## src/rtl/hazard_ctrl_pkg.sv

```systemverilog
// Shared stall-vector encodings and FSM state type for the pipeline hazard controller.
package hazard_ctrl_pkg;

  localparam logic [2:0] STALL_PC_IFID         = 3'b001;
  localparam logic [2:0] STALL_IDEX            = 3'b010;
  localparam logic [2:0] STALL_EXMEM           = 3'b100;
  localparam logic [2:0] STALL_MASK_IDEX_EXMEM = 3'b110;
  localparam logic [2:0] STALL_ALL             = STALL_PC_IFID | STALL_MASK_IDEX_EXMEM;

  typedef enum logic [1:0] {
    ST_RUN           = 2'd0,
    ST_BUBBLE        = 2'd1,
    ST_MEM_WAIT      = 2'd2,
    ST_REDIRECT_PEND = 2'd3
  } hz_state_e;

endpackage

```

## src/rtl/hazard_ctrl_load_use_detect.sv

```systemverilog
// Combinational load-use detector: an EX load whose destination feeds a live ID source.
module load_use_detect (
  input  logic [4:0] id_r1_addr_i,
  input  logic [4:0] id_r2_addr_i,
  input  logic       id_r1_used_i,
  input  logic       id_r2_used_i,
  input  logic       ex_is_load_i,
  input  logic [4:0] ex_rd_addr_i,
  output logic       hazard_o
);

  logic r1_match;
  logic r2_match;

  assign r1_match = id_r1_used_i && (id_r1_addr_i == ex_rd_addr_i);
  assign r2_match = id_r2_used_i && (id_r2_addr_i == ex_rd_addr_i);

  // x0 is hardwired to zero, so writing it never creates a dependency
  assign hazard_o = ex_is_load_i && (ex_rd_addr_i != 5'd0) && (r1_match || r2_match);

endmodule

```

## src/rtl/hazard_ctrl.sv

```systemverilog
// Stall/flush controller: load-use bubbles, memory back-pressure, branch redirects
// (deferred while memory is busy) and a profiling counter of stalled cycles.
module hazard_ctrl
  import hazard_ctrl_pkg::*;
#(
  parameter int CNT_W = 32
) (
  input  logic             clk_in,
  input  logic             rst_n_in,
  input  logic             rdy_in,
  input  logic             if_busy,
  input  logic             mem_busy,
  input  logic [4:0]       id_r1_addr,
  input  logic [4:0]       id_r2_addr,
  input  logic             id_r1_used,
  input  logic             id_r2_used,
  input  logic             ex_is_load,
  input  logic [4:0]       ex_rd_addr,
  input  logic             ex_branch_taken,
  input  logic [31:0]      ex_branch_target,
  output logic [2:0]       stall,
  output logic             clear_ifid,
  output logic             clear_idex,
  output logic             pc_redirect,
  output logic [31:0]      pc_redirect_target,
  output logic [CNT_W-1:0] stall_cycles
);

  hz_state_e        state_q, state_d;
  logic [31:0]      tgt_q, tgt_d;
  logic [CNT_W-1:0] cnt_q, cnt_d;
  logic             hazard;

  logic [2:0]  stall_c;
  logic        clr_ifid_c;
  logic        clr_idex_c;
  logic        redir_c;
  logic [31:0] redir_tgt_c;

  load_use_detect u_lud (
    .id_r1_addr_i (id_r1_addr),
    .id_r2_addr_i (id_r2_addr),
    .id_r1_used_i (id_r1_used),
    .id_r2_used_i (id_r2_used),
    .ex_is_load_i (ex_is_load),
    .ex_rd_addr_i (ex_rd_addr),
    .hazard_o     (hazard)
  );

  always_comb begin
    stall_c     = 3'b000;
    clr_ifid_c  = 1'b0;
    clr_idex_c  = 1'b0;
    redir_c     = 1'b0;
    redir_tgt_c = 32'h0;
    state_d     = state_q;
    tgt_d       = tgt_q;

    if (!rst_n_in) begin
      state_d = ST_RUN;
    end else if (!rdy_in) begin
      stall_c = STALL_ALL;
    end else if (mem_busy) begin
      stall_c = STALL_ALL;
      if ((state_q == ST_RUN || state_q == ST_MEM_WAIT) && ex_branch_taken) begin
        tgt_d   = ex_branch_target;
        state_d = ST_REDIRECT_PEND;
      end else if (state_q != ST_REDIRECT_PEND) begin
        state_d = ST_MEM_WAIT;
      end
    end else if (state_q == ST_REDIRECT_PEND) begin
      // The branch still visible in EX is the one already latched; do not issue it twice
      redir_c     = 1'b1;
      redir_tgt_c = tgt_q;
      clr_ifid_c  = 1'b1;
      clr_idex_c  = 1'b1;
      state_d     = ST_RUN;
    end else if (ex_branch_taken) begin
      redir_c     = 1'b1;
      redir_tgt_c = ex_branch_target;
      clr_ifid_c  = 1'b1;
      clr_idex_c  = 1'b1;
      state_d     = ST_RUN;
    end else if (hazard && state_q != ST_BUBBLE) begin
      stall_c    = STALL_PC_IFID;
      clr_idex_c = 1'b1;
      state_d    = ST_BUBBLE;
    end else if (if_busy) begin
      stall_c    = STALL_PC_IFID;
      clr_idex_c = 1'b1;
      state_d    = ST_RUN;
    end else begin
      state_d = ST_RUN;
    end
  end

  assign cnt_d = cnt_q + {{(CNT_W-1){1'b0}}, (rdy_in && (stall_c != 3'b000))};

  always_ff @(posedge clk_in or negedge rst_n_in) begin
    if (!rst_n_in) begin
      state_q <= ST_RUN;
      tgt_q   <= 32'h0;
      cnt_q   <= '0;
    end else if (rdy_in) begin
      state_q <= state_d;
      tgt_q   <= tgt_d;
      cnt_q   <= cnt_d;
    end
  end

  assign stall              = stall_c;
  assign clear_ifid         = clr_ifid_c;
  assign clear_idex         = clr_idex_c;
  assign pc_redirect        = redir_c;
  assign pc_redirect_target = redir_tgt_c;
  assign stall_cycles       = cnt_q;

endmodule

```

## config.mk

```make
export PLATFORM = sky130hd
export DESIGN_NAME = hazard_ctrl
export DESIGN_NICKNAME = d
export VERILOG_FILES = /design/src/rtl/hazard_ctrl_pkg.sv /design/src/rtl/hazard_ctrl_load_use_detect.sv /design/src/rtl/hazard_ctrl.sv
export SDC_FILE = /design/constraint.sdc
export NUM_CORES = 1
export LEC_CHECK = 0
export ABC_AREA = 1
export BUFFER_PORTS_ARGS = -buffer_cell sky130_fd_sc_hd__buf_2
export CAP_MARGIN = 0
export CORE_ASPECT_RATIO = 1.2
export CORE_MARGIN = 1
export CORE_UTILIZATION = 35
export DETAILED_ROUTE_END_ITERATION = 6
export PLACE_DENSITY = 0.6
export SYNTH_ARGS = -nofsm -noshare
export SYNTH_HDL_FRONTEND = slang
export SYNTH_SLANG_ARGS = --single-unit
```

## constraint.sdc

```tcl
create_clock -name clk_in -period 6.5 [get_ports clk_in]
set_clock_uncertainty 0.2 [all_clocks]
set_input_delay 1.3 -clock clk_in [delete_from_list [all_inputs] [get_ports clk_in]]
set_output_delay 1.3 -clock clk_in [all_outputs]
set_load 0.05 [all_outputs]
```

==> impl_metrics.ini, run 1 <==
[pwr]
power_switching_w = 0.0003375
power_switching_share_pct = 28.12
p_comb_share_pct = 15.6
pwr-share-seq_pct = 41.3
pwr-share-clk_pct = 43.0
peakVddDrop_mv = 0.1096
p_per_area_nw_per_um2 = 253.2
internal_power_w = 0.0008624
p_leak_nw = 2.737

[setup_path]
path_buf_inv = 4
slowest_stage = a211oi_1
critical_path.max_fanout = 32
required_ns = 5.00
cp-start-kind = input pin
path_cells = buf_2, nand2_1, nor2_1, inv_1, nor2_1, inv_2, a211oi_1, buf_2
crit_arrival_ns = 2.89
crit_family = buffers and inverters
path_class = in -> out
path_depth = 8
cpPeakStageDelay_ns = 0.32
r2r_cells = 15
crit_path_end_kind = output port

[drt]
antenna_left = 0
drtIter0Drc = 85
route.detailed.drc = 0
wire_per_inst_um = 11.50
via_per_inst = 4.589
wirelength_um = 8454
dr.pass1.iters = 5
routed-via-count = 3373

[timing]
fin_setup_tns_ns = 0
max-slew-margin-rel_pct = 28.99
timing.fmax_mhz = 227.9
post-route-period-util_pct = 67.50
rsz0062_at_grt = false
final_hold_viol_count = 0
slew_violations = 0
setup-violations-final = 0
worst_pin_slew_ns = 1.065
period_minus_slack_ns = 4.387
whs_ns = 0.2910

[clock_tree]
ctsResizeCount = 0
cts_buffers = 9
clk_pin_slew_ns = 0.05
cts_setup_buffers = 0
cts_tree = done
clock_latency_ns = 0.32
cts_root_buf = clkbuf_16
cts_hold_buffers = 0
cts_buffer_depth = 2
htree_levels = 3
clock-sinks = 66

[yosys]
yosys_warnings = 0
avgSynthCellArea_um2 = 7.618
yosysMostFrequentCell = nand2_1
synth_top_cell_by_area = dfrtp_1
synth_edf_count = 0
synth_area_leaders = dfrtp_1, nand2_1, inv_1
synth-seq-cells = 66
synth_common_cells = nand2_1, inv_1, nor2_1
syn_area_um2 = 3702
synth_fp_nets = 544
ys_seq_area_share_pct = 44.61
synth_ff_type = dfrtp_1
synthCells = 486
synth_top_area_share_pct = 44.61
async_reset_ff_share_pct = 100.0
ys_types = 32

[global_routing]
grt_max_degree = 69
grt_pass1_vias = 3221
grt_pass1_wl_um = 14370
gr-total-overflow = 0
antenna_found_initial = 0
grt_usage_pct = 16.52

[place]
routabilityCongestion = 0.7944
portBuffers = 125
placedCellCount = 719
dp_hpwl_um = 6390

[final_layout]
num_antenna_cells = 0
finalNonFillerCells = 735
fill_cells = 1036
area_growth_pct = 27.98
multiInputGateArea_um2 = 1679
seq_area_um2 = 1652
fin_util_pct = 46.64
drive_gt1_share_pct = 26.44
nNetsFinal = 662

[job]
max_cap_viol_count = 0

[die]
std_cell_rows = 40
io_pins = 126
fp.dieArea_um2 = 11000
start_util_pct = 36.44
die_width_um = 95.89
core_um2 = 10160
dieHeight_um = 114.7

[status]
outcome = finished, final reports clean

[hold_path]
hold_path_class = reg -> reg
hold_depth = 2
[per-stage QoR]
stage	instance area (µm²)	worst slack [ns]	power [W]
floorplan	3702	1.267	0.0006267
global route	4738	1.823	0.001262
CTS	4738	2.032	0.001216
finish	4738	2.113	0.001200
global placement	4418	2.101	0.0006871
detailed placement	4418	2.048	0.0006929
[final cells by class]
class / count / share of cell area (%)
clock inverters: 5 / 1.637
clock buffers: 11 / 5.123
repair buffers: 127 / 13.52
inverters: 77 / 6.100
flip-flops and latches: 66 / 34.86
well taps: 126 / 3.327
multi-input cells: 323 / 35.44
[worst paths after layout]
path                       startpoint  slack (ns)               endpoint
max                            rdy_in        2.11  pc_redirect_target[3]
min reg2reg                 tgt_q[16]        0.29              tgt_q[16]
max reg2reg                state_q[1]        3.76       stall_cycles[14]
min in group asynchronous    rst_n_in        1.00             state_q[1]
min                         tgt_q[16]        0.29              tgt_q[16]
max in group asynchronous    rst_n_in        4.56              tgt_q[25]
[tightest hold or removal path, stage by stage (launching register included)]
cell and delay, ns:
dfrtp_1 0.34, nand2_1 0.05, o21ai_1 0.06
[power groups by stage]
stage / logic [W] / clock network [W] / registers [W]
6_report: 0.000187 / 0.000517 / 0.000496
5_1_grt: 0.000212 / 0.000547 / 0.000502
4_1_cts: 0.000190 / 0.000529 / 0.000497
3_5_place_dp: 0.000190 / 0 / 0.000503
3_3_place_gp: 0.000186 / 0 / 0.000501
2_1_floorplan: 0.000100 / 0 / 0.000526
[registers in the layout, summed over array words and instances (netlist names)]
signal        flops
stall_cycles     32
state_q           2
tgt_q            32
[cell families (layout without fill, tap and decap cells)]
group	count (synthesis)	count (layout)	synth area share [%]
simple gates	220	220	25.72
buf+inv	97	220	10.10
compound gates	73	73	12.27
flops	66	66	44.61
xor+xnor	28	28	6.624
fa+ha+maj	2	2	0.6758
[metal layers]
layer | global-route usage (%) | share of wire [%]
met5 | 0 | 0
met4 | 4.975 | 1.1
met3 | 3.785 | 5.1
met2 | 27.95 | 48
met1 | 20.75 | 46
[layout by cell type (no fill, tap or decap), types with 3 or more instances in the layout]
| cell type | instances |
|---|---|
| a211oi_1 | 32 |
| buf_2 | 125 |
| clkbuf_16 | 9 |
| dfrtp_1 | 66 |
| inv_1 | 71 |
| inv_2 | 6 |
| nand2_1 | 106 |
| nand2_2 | 4 |
| nand3_1 | 14 |
| nand4_1 | 7 |
| nor2_1 | 70 |
| nor2_4 | 3 |
| nor3_1 | 6 |
| o21ai_0 | 3 |
| o21ai_1 | 32 |
| xnor2_1 | 9 |
| xor2_1 | 19 |
Note: power is estimated with default switching activity, not from simulation.
==> run 2, diff against run 1 <==
--- a/config.mk
+++ b/config.mk
@@ -5,14 +5,14 @@
 export SDC_FILE = /design/constraint.sdc
 export NUM_CORES = 1
 export LEC_CHECK = 0
-export ABC_AREA = 1
+export ABC_AREA = 0
 export BUFFER_PORTS_ARGS = -buffer_cell sky130_fd_sc_hd__buf_2
 export CAP_MARGIN = 0
 export CORE_ASPECT_RATIO = 1.2
 export CORE_MARGIN = 1
 export CORE_UTILIZATION = 35
 export DETAILED_ROUTE_END_ITERATION = 6
-export PLACE_DENSITY = 0.6
+export PLACE_DENSITY = 0.61
 export SYNTH_ARGS = -nofsm -noshare
 export SYNTH_HDL_FRONTEND = slang
 export SYNTH_SLANG_ARGS = --single-unit
==> constraint.sdc (replaced) <==
create_clock -name clk_in -period 4.5 [get_ports clk_in]
set_clock_uncertainty 0.2 [all_clocks]
set_input_delay 0.9 -clock clk_in [delete_from_list [all_inputs] [get_ports clk_in]]
set_output_delay 0.9 -clock clk_in [all_outputs]
set_load 0.05 [all_outputs]
==> impl_metrics.ini, run 2 <==
[die]
fp.dieArea_um2 = 10200
std_cell_rows = 39
dieHeight_um = 110.5
io_pins = 126
start_util_pct = 36.06
core_um2 = 9515
die_width_um = 92.38

[setup_path]
path_cells = buf_2, nand3b_1, or2_1, o21ai_0, buf_2
slowest_stage = or2_1
critPathLaunch = rst_n_in
r2r-start = state_q[0]
crit_top_cell = buf_2
cp-start-kind = input pin
crit_arrival_ns = 2.87
critical_path.max_fanout = 34
path_class = in -> out
cpPeakStageDelay_ns = 0.90
crit_path_end_kind = output port
required_ns = 3.40
path_buf_inv = 2
crit_family = simple AND/OR/NAND/NOR gates

[yosys]
synth-seq-cells = 66
synth_simple_gate_area_share_pct = 19.95
ys_seq_area_share_pct = 48.14
synth.area.mux_share_pct = 11.16
synth_compound_area_share_pct = 6.455
synth_fp_nets = 408
synth_ff_type = dfrtp_1
syn_area_um2 = 3431
synthAdderAreaFrac_pct = 0.7294
synth_edf_count = 0
synth_top_family_by_area = simple AND/OR/NAND/NOR gates
synth_top_cell_by_area = dfrtp_1
avgSynthCellArea_um2 = 9.802
async_reset_ff_share_pct = 100.0
synth_xor_xnor_area_share_pct = 10.21
synth_common_cells = nand2_1, dfrtp_1, a21oi_1
synth_top_area_share_pct = 48.14
ys_types = 34
synthCells = 350
yosys_warnings = 0
synth_area_leaders = dfrtp_1, mux2_2, nand2_1
yosysMostFrequentCell = nand2_1

[drt]
drtIter0Drc = 95
wire_per_inst_um = 13.06
routed-via-count = 2850
wirelength_um = 7809
route.detailed.drc = 0
via_per_inst = 4.766
antenna_left = 0
dr.pass1.iters = 4

[global_routing]
grt_max_degree = 53
grt_pass1_vias = 2867
grt_pass1_wl_um = 13390
gr-total-overflow = 0
grt_usage_pct = 16.51
antenna_found_initial = 1

[final_layout]
fin_util_pct = 46.80
num_antenna_cells = 0
final_cell_mix = buf_2, nand2_1, dfrtp_1, a21oi_1, mux2_2
stdcell_area_um2 = 4453
drive_gt1_share_pct = 39.58
area_growth_pct = 29.80
nNetsFinal = 529
final_common_cell = buf_2

[clock_tree]
cts_hold_buffers = 0
cts_buffer_depth = 2
clock_latency_ns = 0.32
clock-sinks = 66
cts_root_buf = clkbuf_16
cts_tree = done
cts_buffers = 9
clk_pin_slew_ns = 0.05
htree_levels = 3
cts_setup_buffers = 0
ctsResizeCount = 0

[timing]
rsz0062_at_grt = false
worst_pin_slew_ns = 1.185
timing.fmax_mhz = 252.1
slew_violations = 0
period_minus_slack_ns = 3.967
setup-violations-final = 0
fin_setup_tns_ns = 0
final_hold_viol_count = 0
post-route-period-util_pct = 88.16
max-slew-margin-rel_pct = 21.03

[pwr]
p_per_area_nw_per_um2 = 399.9
p_leak_nw = 2.224
power_w = 0.001781
peakVddDrop_mv = 0.2026

[place]
portBuffers = 125
routabilityCongestion = 0.8232
dp_hpwl_um = 5647
place_area_um2 = 4148

[hold_path]
hp-start = stall_cycles[27]
hold_path_class = reg -> reg

[job]
max_cap_viol_count = 0

[status]
outcome = finished, final reports clean
## run 2: cell types whose count changed after synthesis, sizes merged, moves of 27 or more
cell and change:
a211oi -32, a21oi +34, inv -69, mux2 +34, nand2 -27, nor2 -62
o21ai -31
## run 2: final timing paths
path | to | cells after the start | slack (ns)
worst min-delay path | stall_cycles[27] | 1 | 0.28
min in group asynchronous | tgt_q[11] | 1 | 0.32
worst min register to register | stall_cycles[27] | 1 | 0.28
worst max-delay path | clear_idex | 5 | 0.53
worst max register to register | stall_cycles[30] | 12 | 1.53
max in group asynchronous | stall_cycles[10] | 2 | 2.79
## run 2: layer usage
layer | part of all wire (%) | global-route usage [%] | up-vias
li1 | - | - | 1420
met1 | 43 | 19.28 | 1336
met2 | 50 | 28.94 | 79
met3 | 5.5 | 4.408 | 13
met4 | 1.6 | 5.417 | 2
met5 | 0.17 | 0 | -
## run 2: per-stage QoR
| step | instances | setup WS (ns) | hold slack, ns |
|---|---|---|---|
| 2_1_floorplan | 350 | 0.8534 | 0.2806 |
| 3_3_place_gp | 583 | 0.4784 | 0.2684 |
| 3_5_place_dp | 583 | 0.3958 | 0.2757 |
| 4_1_cts | 598 | 0.3997 | 0.2877 |
| 5_1_grt | 598 | 0.1779 | 0.3068 |
| 6_report | 598 | 0.5328 | 0.2806 |
## run 2: logic make-up after synthesis
kind of cell | after synthesis
and+or+nand+nor | 140
DFF | 66
AOI/OAI and AO/OA | 43
xor gates and xnor gates | 40
muxes | 34
buffers and inverters | 25
adders and majority gates | 2
## run 2: power by group
group	internal [W]	switching (W)	leakage, nW
clock	0.000470	0.000232	0.152
combinational	0.000128	0.000195	1.24
sequential	0.000688	0.0000671	0.831
total	0.00129	0.000495	2.22
## run 2: cell type report
class	count	area, µm²
Sequential cell	66	1652
Clock inverter	2	35.03
Clock buffer	13	270.3
Inverter	8	30.03
Multi-Input combinational cell	259	1672
Tap cell	123	153.9
Fill cell	941	5062
Timing Repair Buffer	127	640.6
==> run 3, diff against run 2 <==
--- a/config.mk
+++ b/config.mk
@@ -10,9 +10,9 @@
 export CAP_MARGIN = 0
 export CORE_ASPECT_RATIO = 1.2
 export CORE_MARGIN = 1
-export CORE_UTILIZATION = 35
+export CORE_UTILIZATION = 45
 export DETAILED_ROUTE_END_ITERATION = 6
-export PLACE_DENSITY = 0.61
+export PLACE_DENSITY = 0.75
 export SYNTH_ARGS = -nofsm -noshare
 export SYNTH_HDL_FRONTEND = slang
 export SYNTH_SLANG_ARGS = --single-unit
==> impl_metrics.ini, run 3 (synthesis gave the netlist of run 2 again) <==
[timing]
final_hold_viol_count = 0
rsz0062_at_grt = false
max-slew-margin-rel_pct = 24.01
slew_violations = 0
fin_setup_tns_ns = 0
timing.fmax_mhz = 265.8
setup-violations-final = 0
whs_ns = 0.2263
period_minus_slack_ns = 3.763
worst_pin_slew_ns = 1.140
post-route-period-util_pct = 83.62

[die]
io_pins = 126
start_util_pct = 46.89
dieHeight_um = 97.65
core_um2 = 7317
std_cell_rows = 34
die_width_um = 81.71
fp.dieArea_um2 = 7978

[clock_tree]
htree_levels = 3
cts_root_buf = clkbuf_8
clk_pin_slew_ns = 0.07
cts_buffers = 9
cts_buffer_depth = 2
clock_latency_ns = 0.33
cts_setup_buffers = 0
ctsResizeCount = 0
cts_tree = done
clock-sinks = 66
cts_hold_buffers = 0

[job]
max_cap_viol_count = 0

[final_layout]
final_cell_mix = buf_2, nand2_1, dfrtp_1, a21oi_1, mux2_2
num_antenna_cells = 0
nNetsFinal = 530
drive_gt1_share_pct = 39.50
fin_util_pct = 58.23
fill_cells = 625
finalNonFillerCells = 566
multiInputGateArea_um2 = 1667
seq_area_um2 = 1652
final_common_cell = buf_2
area_growth_pct = 24.18

[setup_path]
r2r-start = state_q[0]
path_class = in -> out
required_ns = 3.40
r2r_cells = 12
critical_path.max_fanout = 34
cp-start-kind = input pin
crit_path_end_kind = output port
worstReg2RegEnd = stall_cycles[30]
crit_arrival_ns = 2.66
crit_path_end = clear_idex
reg2reg_slack_ns = 1.56
critPathLaunch = rst_n_in

[hold_path]
hold_path_class = in -> async

[drt]
route.detailed.drc = 0
wire_per_inst_um = 13.95
dr.pass1.iters = 4
routed-via-count = 2960
wirelength_um = 7898
via_per_inst = 5.230
antenna_left = 0
drtIter0Drc = 151

[pwr]
p_per_area_nw_per_um2 = 347.6
peakVddDrop_mv = 0.1483
p_leak_nw = 2.160

[status]
outcome = finished, final reports clean

[global_routing]
grt_max_degree = 61
gr-total-overflow = 0
grt_usage_pct = 21.14
grt_pass1_wl_um = 13060
grt_pass1_vias = 2944
antenna_found_initial = 0

[place]
placedCellCount = 551
routabilityCongestion = 0.7521
dp_hpwl_um = 5733
portBuffers = 125
[run 3: cell types whose count changed in the layout (fill, tap and decap cells not counted), sizes merged]
| cell | previous run | this run |
|---|---|---|
| bufinv | 1 | 0 |
| clkbuf | 13 | 11 |
| clkinv | 1 | 4 |
| buf | 127 | 128 |
[run 3: power breakdown]
part	leakage, nW	internal [W]	switching [W]
clock	0.0827	0.000193	0.000205
sequential	0.831	0.000687	0.0000714
combinational	1.25	0.000129	0.000196
[run 3: metal layers]
layer | global-route usage, % | wire length [µm]
met5 | 0 | 0
met3 | 4.413 | 589
met1 | 25.02 | 3266
met4 | 9.717 | 97
met2 | 35.83 | 3944
[run 3: worst max-delay path, stage by stage]
cell	delay, ns
buf_2	0.19
nand3b_1	0.15
or2_1	0.88
o21ai_0	0.25
buf_2	0.29
[run 3: area by class of cell]
| cell class | count | share of cell area, % |
|---|---|---|
| Clock buffer | 11 | 3.084 |
| Clock inverter | 4 | 0.4699 |
| Inverter | 8 | 0.7048 |
| Multi-Input combinational cell | 259 | 39.12 |
| Sequential cell | 66 | 38.77 |
| Tap cell | 90 | 2.643 |
| Timing Repair Buffer | 128 | 15.21 |
[run 3: worst min-delay path by stage]
stage / to / from / cells after the start
2_1_floorplan: tgt_q[0] / tgt_q[0] / 1
3_3_place_gp: stall_cycles[31] / stall_cycles[31] / 1
3_5_place_dp: stall_cycles[31] / stall_cycles[31] / 1
4_1_cts: stall_cycles[3] / rst_n_in / 1
5_1_grt: stall_cycles[4] / rst_n_in / 1
6_report: state_q[1] / rst_n_in / 1
[run 3: through the flow]
step                area, µm²   power, W  setup WS (ns)
detailed placement       4109   0.001097         0.6997
global route             4260   0.001565         0.5674
global placement         4109   0.001080         0.7912
floorplan                3431  0.0009889         0.8534
CTS                      4260   0.001502         0.7135
finish                   4260   0.001481         0.7372
